[src/rtl/mac_decoder_pipe_if.sv]
// Datatype encoding and the beat-level bus of the MAC operand decoder.
// "slave" is the decoder side; "master" is the side that drives the input beat.
package mac_decoder_pipe_pkg;
    typedef logic [1:0] mac_datatype;
    localparam mac_datatype MAC_DATATYPE_INT9 = 2'd0;
    localparam mac_datatype MAC_DATATYPE_FP8  = 2'd1;
endpackage

interface mac_decoder_pipe_if #(
    parameter int LANES = 4,
    parameter int DW    = 9
);
    import mac_decoder_pipe_pkg::*;
    localparam int ZW = $clog2(LANES + 1);

    logic                  i_valid;
    logic                  o_ready;
    mac_datatype           i_datatype;
    logic [LANES*DW-1:0]   i_data;
    logic                  o_valid;
    logic                  i_ready;
    mac_datatype           o_datatype;
    logic [LANES-1:0]      o_iszero;
    logic [LANES-1:0]      o_sign;
    logic [LANES-1:0]      o_isnan;
    logic [LANES*4-1:0]    o_exp;
    logic [LANES*9-1:0]    o_mant;
    logic [ZW-1:0]         o_zero_cnt;

    modport slave (
        input  i_valid, i_datatype, i_data, i_ready,
        output o_ready, o_valid, o_datatype, o_iszero, o_sign, o_isnan,
               o_exp, o_mant, o_zero_cnt
    );

    modport master (
        output i_valid, i_datatype, i_data, i_ready,
        input  o_ready, o_valid, o_datatype, o_iszero, o_sign, o_isnan,
               o_exp, o_mant, o_zero_cnt
    );
endinterface

[src/rtl/mac_decoder_pipe.sv]
// Two-stage valid/ready pipeline that decodes FP8 E4M3 or INT9 operand lanes.
// S1 holds the raw beat; S2 holds the decoded beat that drives the outputs.
module mac_decoder_pipe
    import mac_decoder_pipe_pkg::*;
#(
    parameter int LANES = 4,
    parameter int DW    = 9
) (
    input  logic                 i_clk,
    input  logic                 i_rstn,
    mac_decoder_pipe_if.slave    bus
);
    localparam int ZW = $clog2(LANES + 1);

    logic                  r_s1_valid;
    mac_datatype           r_s1_dtype;
    logic [LANES*DW-1:0]   r_s1_data;

    logic                  r_s2_valid;
    mac_datatype           r_s2_dtype;
    logic [LANES-1:0]      r_s2_iszero;
    logic [LANES-1:0]      r_s2_sign;
    logic [LANES-1:0]      r_s2_isnan;
    logic [LANES*4-1:0]    r_s2_exp;
    logic [LANES*9-1:0]    r_s2_mant;

    logic                  w_accept;
    logic                  w_s1_adv;
    logic                  w_is_fp8;
    logic [LANES-1:0]      w_iszero;
    logic [LANES-1:0]      w_sign;
    logic [LANES-1:0]      w_isnan;
    logic [LANES*4-1:0]    w_exp;
    logic [LANES*9-1:0]    w_mant;
    logic [ZW-1:0]         w_zero_cnt;

    // Ready depends only on stage occupancy and downstream ready, never on i_valid.
    assign bus.o_ready = !r_s1_valid || !r_s2_valid || bus.i_ready;
    assign w_accept    = bus.i_valid && bus.o_ready;
    assign w_s1_adv    = r_s1_valid && (!r_s2_valid || bus.i_ready);
    assign w_is_fp8    = (r_s1_dtype == MAC_DATATYPE_FP8);

    always_ff @(posedge i_clk or negedge i_rstn) begin
        if (!i_rstn) begin
            r_s1_valid <= 1'b0;
            r_s1_dtype <= '0;
            r_s1_data  <= '0;
        end else if (w_accept) begin
            r_s1_valid <= 1'b1;
            r_s1_dtype <= bus.i_datatype;
            r_s1_data  <= bus.i_data;
        end else if (w_s1_adv) begin
            r_s1_valid <= 1'b0;
        end
    end

    genvar gi;
    generate
        for (gi = 0; gi < LANES; gi++) begin : g_lane
            logic [DW-1:0] w_d;
            assign w_d = r_s1_data[gi*DW +: DW];

            always_comb begin
                w_iszero[gi]       = 1'b0;
                w_sign[gi]         = 1'b0;
                w_isnan[gi]        = 1'b0;
                w_exp[gi*4 +: 4]   = 4'd0;
                w_mant[gi*9 +: 9]  = 9'd0;
                if (w_is_fp8) begin
                    // d[8] is not part of the E4M3 encoding and is ignored.
                    w_sign[gi] = w_d[7];
                    if (w_d[6:0] == 7'd0) begin
                        w_iszero[gi] = 1'b1;
                    end else if (w_d[6:3] == 4'd0) begin
                        w_exp[gi*4 +: 4]  = 4'd1;
                        w_mant[gi*9 +: 9] = {6'b0, w_d[2:0]};
                    end else begin
                        w_exp[gi*4 +: 4]  = w_d[6:3];
                        w_mant[gi*9 +: 9] = {5'b0, 1'b1, w_d[2:0]};
                        w_isnan[gi]       = (w_d[6:3] == 4'hF) && (w_d[2:0] == 3'h7);
                    end
                end else begin
                    w_sign[gi]        = w_d[8];
                    w_mant[gi*9 +: 9] = w_d[8:0];
                    w_iszero[gi]      = (w_d == '0);
                end
            end
        end
    endgenerate

    always_ff @(posedge i_clk or negedge i_rstn) begin
        if (!i_rstn) begin
            r_s2_valid  <= 1'b0;
            r_s2_dtype  <= '0;
            r_s2_iszero <= '0;
            r_s2_sign   <= '0;
            r_s2_isnan  <= '0;
            r_s2_exp    <= '0;
            r_s2_mant   <= '0;
        end else if (w_s1_adv) begin
            r_s2_valid  <= 1'b1;
            r_s2_dtype  <= r_s1_dtype;
            r_s2_iszero <= w_iszero;
            r_s2_sign   <= w_sign;
            r_s2_isnan  <= w_isnan;
            r_s2_exp    <= w_exp;
            r_s2_mant   <= w_mant;
        end else if (r_s2_valid && bus.i_ready) begin
            r_s2_valid  <= 1'b0;
        end
    end

    always_comb begin
        w_zero_cnt = '0;
        for (int i = 0; i < LANES; i++) begin
            w_zero_cnt = w_zero_cnt + ZW'(r_s2_iszero[i]);
        end
    end

    assign bus.o_valid    = r_s2_valid;
    assign bus.o_datatype = r_s2_dtype;
    assign bus.o_iszero   = r_s2_iszero;
    assign bus.o_sign     = r_s2_sign;
    assign bus.o_isnan    = r_s2_isnan;
    assign bus.o_exp      = r_s2_exp;
    assign bus.o_mant     = r_s2_mant;
    assign bus.o_zero_cnt = w_zero_cnt;
endmodule

[src/flat_wrapper.sv]
// flat-port wrapper written by rule: the top's interface ports become plain ports
module mac_decoder_pipe_flat import mac_decoder_pipe_pkg::*;
#(
    parameter int LANES = 4,
    parameter int DW    = 9
)
  (i_clk, i_rstn, bus_i_valid, bus_i_datatype, bus_i_data, bus_i_ready, bus_o_ready, bus_o_valid, bus_o_datatype, bus_o_iszero, bus_o_sign, bus_o_isnan, bus_o_exp, bus_o_mant, bus_o_zero_cnt);
  mac_decoder_pipe_if #(.LANES(LANES), .DW(DW)) bus_i ();
  input  logic i_clk;
  input  logic i_rstn;
  input wire logic [$bits(bus_i.i_valid)-1:0] bus_i_valid;
  input wire logic [$bits(bus_i.i_datatype)-1:0] bus_i_datatype;
  input wire logic [$bits(bus_i.i_data)-1:0] bus_i_data;
  input wire logic [$bits(bus_i.i_ready)-1:0] bus_i_ready;
  output wire logic [$bits(bus_i.o_ready)-1:0] bus_o_ready;
  output wire logic [$bits(bus_i.o_valid)-1:0] bus_o_valid;
  output wire logic [$bits(bus_i.o_datatype)-1:0] bus_o_datatype;
  output wire logic [$bits(bus_i.o_iszero)-1:0] bus_o_iszero;
  output wire logic [$bits(bus_i.o_sign)-1:0] bus_o_sign;
  output wire logic [$bits(bus_i.o_isnan)-1:0] bus_o_isnan;
  output wire logic [$bits(bus_i.o_exp)-1:0] bus_o_exp;
  output wire logic [$bits(bus_i.o_mant)-1:0] bus_o_mant;
  output wire logic [$bits(bus_i.o_zero_cnt)-1:0] bus_o_zero_cnt;
  assign bus_i.i_valid = bus_i_valid;
  assign bus_i.i_datatype = bus_i_datatype;
  assign bus_i.i_data = bus_i_data;
  assign bus_i.i_ready = bus_i_ready;
  assign bus_o_ready = bus_i.o_ready;
  assign bus_o_valid = bus_i.o_valid;
  assign bus_o_datatype = bus_i.o_datatype;
  assign bus_o_iszero = bus_i.o_iszero;
  assign bus_o_sign = bus_i.o_sign;
  assign bus_o_isnan = bus_i.o_isnan;
  assign bus_o_exp = bus_i.o_exp;
  assign bus_o_mant = bus_i.o_mant;
  assign bus_o_zero_cnt = bus_i.o_zero_cnt;
  mac_decoder_pipe #(.LANES(LANES), .DW(DW)) u_core (.i_clk(i_clk), .i_rstn(i_rstn), .bus(bus_i));
endmodule
[config.mk]
export PLATFORM = sky130hd
export DESIGN_NAME = mac_decoder_pipe_flat
export DESIGN_NICKNAME = d
export VERILOG_FILES = /design/src/rtl/mac_decoder_pipe_if.sv /design/src/rtl/mac_decoder_pipe.sv /design/src/flat_wrapper.sv
export SDC_FILE = /design/constraint.sdc
export NUM_CORES = 1
export LEC_CHECK = 0
export ABC_CLOCK_PERIOD_IN_PS = 2340
export CORE_UTILIZATION = 26
export DETAILED_ROUTE_END_ITERATION = 16
export GPL_TIMING_DRIVEN = 0
export HOLD_SLACK_MARGIN = 0.05
export RECOVER_POWER = 25
export SLEW_MARGIN = 10
export SYNTH_ARGS = -nofsm -noshare
export SYNTH_HDL_FRONTEND = slang
export SYNTH_SLANG_ARGS = --single-unit
[constraint.sdc]
create_clock -name i_clk -period 2.34 [get_ports i_clk]
set_input_delay 0.585 -clock i_clk [delete_from_list [all_inputs] [get_ports i_clk]]
set_output_delay 0.585 -clock i_clk [all_outputs]
set_load 0.01 [all_outputs]
==> metrics.txt <==
# TYPE chip_impl_metric gauge
chip_impl_metric{name="netlist.area_leader.share",unit=""} 0.597
chip_impl_metric{name="drive_gt1_frac",unit=""} 0.171
chip_impl_metric{name="final_cell_area",unit="um2"} 6190
chip_impl_metric{name="number_of_setup_violations_in_the_final_report",unit=""} 1
chip_impl_metric{name="report.final.hold_viol_count",unit=""} 0
chip_impl_metric{name="final_nets",unit=""} 566
chip_impl_metric{name="drt-total-wl",unit="um"} 12800
chip_impl_metric{name="routed-via-count",unit=""} 3407
chip_impl_info{name="worst_path_most_repeated_cell",value="sky130_fd_sc_hd__ha_4"} 1
chip_impl_metric{name="r2r_cells",unit=""} 4
chip_impl_metric{name="ir_worst_vdd",unit="V"} 0.000476
chip_impl_metric{name="slew_headroom",unit=""} 0.238
chip_impl_metric{name="final_critical_path_setup_slack",unit="ns"} -0.0394
chip_impl_metric{name="detail_route.first_pass.iterations",unit=""} 4
chip_impl_metric{name="drv_cap",unit=""} 0
chip_impl_info{name="timing_worst_setup_path_type",value="reg -> out"} 1
chip_impl_metric{name="floorplan.io_pins",unit=""} 113
chip_impl_metric{name="grt_antenna_before_repair",unit=""} 0
chip_impl_info{name="synth_ff_type",value="sky130_fd_sc_hd__dfrtp_1"} 1
chip_impl_metric{name="die_area",unit="um2"} 17600
chip_impl_metric{name="asyncSetResetFlopFracSynth",unit=""} 1.00
chip_impl_metric{name="route.detailed.wl_per_inst",unit="um"} 17.1
chip_impl_metric{name="finalWorstPathRequiredPeriod",unit="ns"} 2.38
chip_impl_metric{name="number_of_buffers_added_by_the_clock_tree_synthesis_step",unit=""} 9
chip_impl_metric{name="port-buffer-count",unit=""} 112
chip_impl_metric{name="core-area",unit="um2"} 16600
chip_impl_metric{name="die_width",unit="um"} 133
chip_impl_metric{name="critical_path_peak_fanout",unit=""} 2
chip_impl_metric{name="ys_ff_latch",unit=""} 106
chip_impl_info{name="netlist_top_cells_area",value="sky130_fd_sc_hd__dfrtp_1 (60%), sky130_fd_sc_hd__nand2_1 (11%), sky130_fd_sc_hd__mux2_4 (6.8%)"} 1
chip_impl_metric{name="post_drt_via_cell_ratio",unit=""} 4.57
chip_impl_metric{name="finalClockSkew",unit="ns"} 0.0103
chip_impl_metric{name="post_synth_num_cell_types",unit=""} 30
chip_impl_metric{name="antenna-diode-count",unit=""} 0
chip_impl_metric{name="postCtsHoldBufs",unit=""} 0
chip_impl_metric{name="cts-htree-levels",unit=""} 3
chip_impl_metric{name="timing.critical_path.arrival",unit="ns"} 1.79
chip_impl_metric{name="worst_slew_pin_slew",unit="ns"} 1.14
chip_impl_info{name="tritoncts_clock_tree",value="yes"} 1
chip_impl_metric{name="track_usage",unit=""} 0.151
chip_impl_metric{name="power.static_leakage",unit="nW"} 2.78
chip_impl_metric{name="final_number_of_max_transition_violations",unit=""} 0
chip_impl_metric{name="cts-root-to-sink-buffers",unit=""} 2
chip_impl_metric{name="chipHeight",unit="um"} 133
chip_impl_info{name="status",value="finished, violations left"} 1
chip_impl_metric{name="numPlacedInstances",unit=""} 729
chip_impl_metric{name="clock_insertion_delay_worst_skew",unit="ns"} 0.35
chip_impl_metric{name="tritoncts_num_sinks",unit=""} 106
chip_impl_metric{name="initial_utilization",unit=""} 0.267
chip_impl_info{name="grt_setup_unrepaired",value="true"} 1
chip_impl_metric{name="achievable-frequency",unit="GHz"} 0.420
chip_impl_metric{name="setup_total_negative_slack",unit="ns"} -0.0394
chip_impl_info{name="root_buffer",value="sky130_fd_sc_hd__clkbuf_16"} 1
chip_impl_metric{name="finalCoreUtilization",unit=""} 0.372
chip_impl_metric{name="detailedPlacementHpwl",unit="um"} 9210
chip_impl_metric{name="synth_nets",unit=""} 441
chip_impl_info{name="hold_path_class",value="in -> async"} 1
chip_impl_metric{name="layout-area-overhead-vs-synth",unit="%"} 39.4
chip_impl_info{name="timing.critical_path.cells",value="ha_4 -> fa_2 -> ha_4 -> buf_6"} 1
chip_impl_metric{name="grt_remaining_overflow",unit=""} 0
chip_impl_metric{name="max_stage_delay",unit="ns"} 0.46
chip_impl_metric{name="vias_in_the_first_global_route",unit=""} 3490
chip_impl_metric{name="yosysWarningCount",unit=""} 0
chip_impl_info{name="setup.worst_path.end_class",value="output port"} 1
chip_impl_metric{name="whs",unit="ns"} 0.431
chip_impl_metric{name="synth_area",unit="um2"} 4440
chip_impl_metric{name="placement_rows",unit=""} 47
chip_impl_info{name="violations",value="setup timing"} 1
chip_impl_info{name="critical-path-slowest-cell",value="sky130_fd_sc_hd__dfrtp_2"} 1
chip_impl_metric{name="final_min_period_over_clock_period",unit=""} 1.02
chip_impl_metric{name="drt_first_iter_violations",unit=""} 203
chip_impl_metric{name="power_density",unit="nW/um2"} 848
chip_impl_info{name="worst_setup_path_start_kind",value="flip-flop"} 1
chip_impl_metric{name="wire_length_of_the_first_global_routing_pass",unit="um"} 19900
chip_impl_metric{name="antenna_violating_nets_post_route",unit=""} 0
chip_impl_metric{name="finish.cell_count_without_fillers",unit=""} 746
chip_impl_metric{name="synth_sequential_area_ratio",unit=""} 0.597
chip_impl_metric{name="synth_enable_flop_cells",unit=""} 0
chip_impl_metric{name="timing.critical_path.depth",unit=""} 4
chip_impl_metric{name="bufs_and_invs_on_worst_path",unit=""} 1
chip_impl_metric{name="synth_cells",unit=""} 396
chip_impl_info{name="synth.most_common_cell",value="sky130_fd_sc_hd__nand2_1"} 1
chip_impl_metric{name="critical_path_required",unit="ns"} 1.75
chip_impl_metric{name="detail_route.drc_violations",unit=""} 0
chip_impl_metric{name="place_congestion",unit=""} 0.782
chip_impl_metric{name="grt_start_max_net_pins",unit=""} 89
chip_impl_metric{name="cts.clk_slew.worst_paths",unit="ns"} 0.08
chip_impl_info{name="synth_largest_area_cell",value="sky130_fd_sc_hd__dfrtp_1"} 1
chip_impl_info{name="cp_top_delay_family",value="adder cells"} 1
chip_impl_metric{name="placement.cell_area",unit="um2"} 5870
chip_impl_metric{name="synthesis.area_per_instance",unit="um2"} 11.2
chip_impl_info{name="synth_cell_count_leaders",value="sky130_fd_sc_hd__nand2_1 (132), sky130_fd_sc_hd__dfrtp_1 (106), sky130_fd_sc_hd__o21ai_0 (29), sky130_fd_sc_hd__mux2_4 (20), sky130_fd_sc_hd__mux2_2 (18)"} 1
[worst paths after layout]
path | startpoint | to | slack (ns)
worst min register to register | u_core.bus.o_exp[15] | u_core.bus.o_exp[15] | 0.47
worst max-delay path | u_core.bus.o_iszero[0] | bus_o_zero_cnt[1] | -0.04
min in group i_clk | u_core.bus.o_exp[15] | u_core.bus.o_exp[15] | 0.47
worst max register to register | u_core.bus.o_valid | u_core.bus.o_mant[31] | 0.84
max in group asynchronous | i_rstn | u_core.bus.o_datatype[1] | 0.90
worst min-delay path | i_rstn | u_core.r_s1_data[24] | 0.43
[what timing repair did]
| item | CTS | global route |
|---|---|---|
| pin swaps | 1 | 0 |
| buffers inserted | 1 | 0 |
| hold endpoints to repair | 0 | 0 |
| gates resized for setup | 17 | 1 |
| endpoints found under the setup margin | 3 | 2 |
[report_power, final]
part           internal, mW  switching [mW]
Combinational         0.708           0.608
Sequential             2.14           0.237
Clock                 0.866           0.691
[cell families after synthesis]
logic type,count (synthesis),synth area share
simple gates,175,0.167
flops,106,0.597
compound gates,51,0.0679
mux,38,0.113
buf+inv,23,0.0445
fa+ha+maj,3,0.0101
[routing by layer]
layer | GRT usage | up-vias | share of wire
li1 | - | 1576 | -
met1 | 0.193 | 1700 | 0.43
met2 | 0.245 | 113 | 0.49
met3 | 0.0387 | 18 | 0.060
met4 | 0.0613 | 0 | 0.021
met5 | 0 | - | 0
[sequential cells by signal, indices dropped and copies added, names as in the netlist]
name / flops
u_core.r_s1_dtype: 2
u_core.r_s1_data: 36
u_core.bus.o_valid: 1
u_core.bus.o_iszero: 4
u_core.bus.o_sign: 4
u_core.bus.o_mant: 36
u_core.bus.o_isnan: 4
u_core.bus.o_datatype: 2
u_core.r_s1_valid: 1
u_core.bus.o_exp: 16
[placed cells by master (no fill, tap or decap), types with 9 or more instances in the layout]
cell type,n
sky130_fd_sc_hd__o21ai_0,29
sky130_fd_sc_hd__mux2_4,20
sky130_fd_sc_hd__nand2_1,132
sky130_fd_sc_hd__nand3_1,12
sky130_fd_sc_hd__clkdlybuf4s50_1,107
sky130_fd_sc_hd__dfrtp_1,105
sky130_fd_sc_hd__mux2_2,18
sky130_fd_sc_hd__o21ai_1,9
sky130_fd_sc_hd__clkbuf_16,9
[layout make-up]
cell class	instances	area, um2
flip-flops and latches	106	2650
repair buffers	114	1140
multi-input cells	267	1620
fillers	1634	10500
plain buffers	23	198
clock inverters	5	60.1
clock buffers	11	243
well taps	220	275
[through the flow]
stage               setup slack [ns]  total power, mW
floorplan                      0.362             2.96
global placement               -3.30             3.72
detailed placement            -0.235             3.76
CTS                          -0.0397             5.32
global route                 -0.0768             5.52
finish                       -0.0394             5.25
Power figures use the tool's default switching activity.
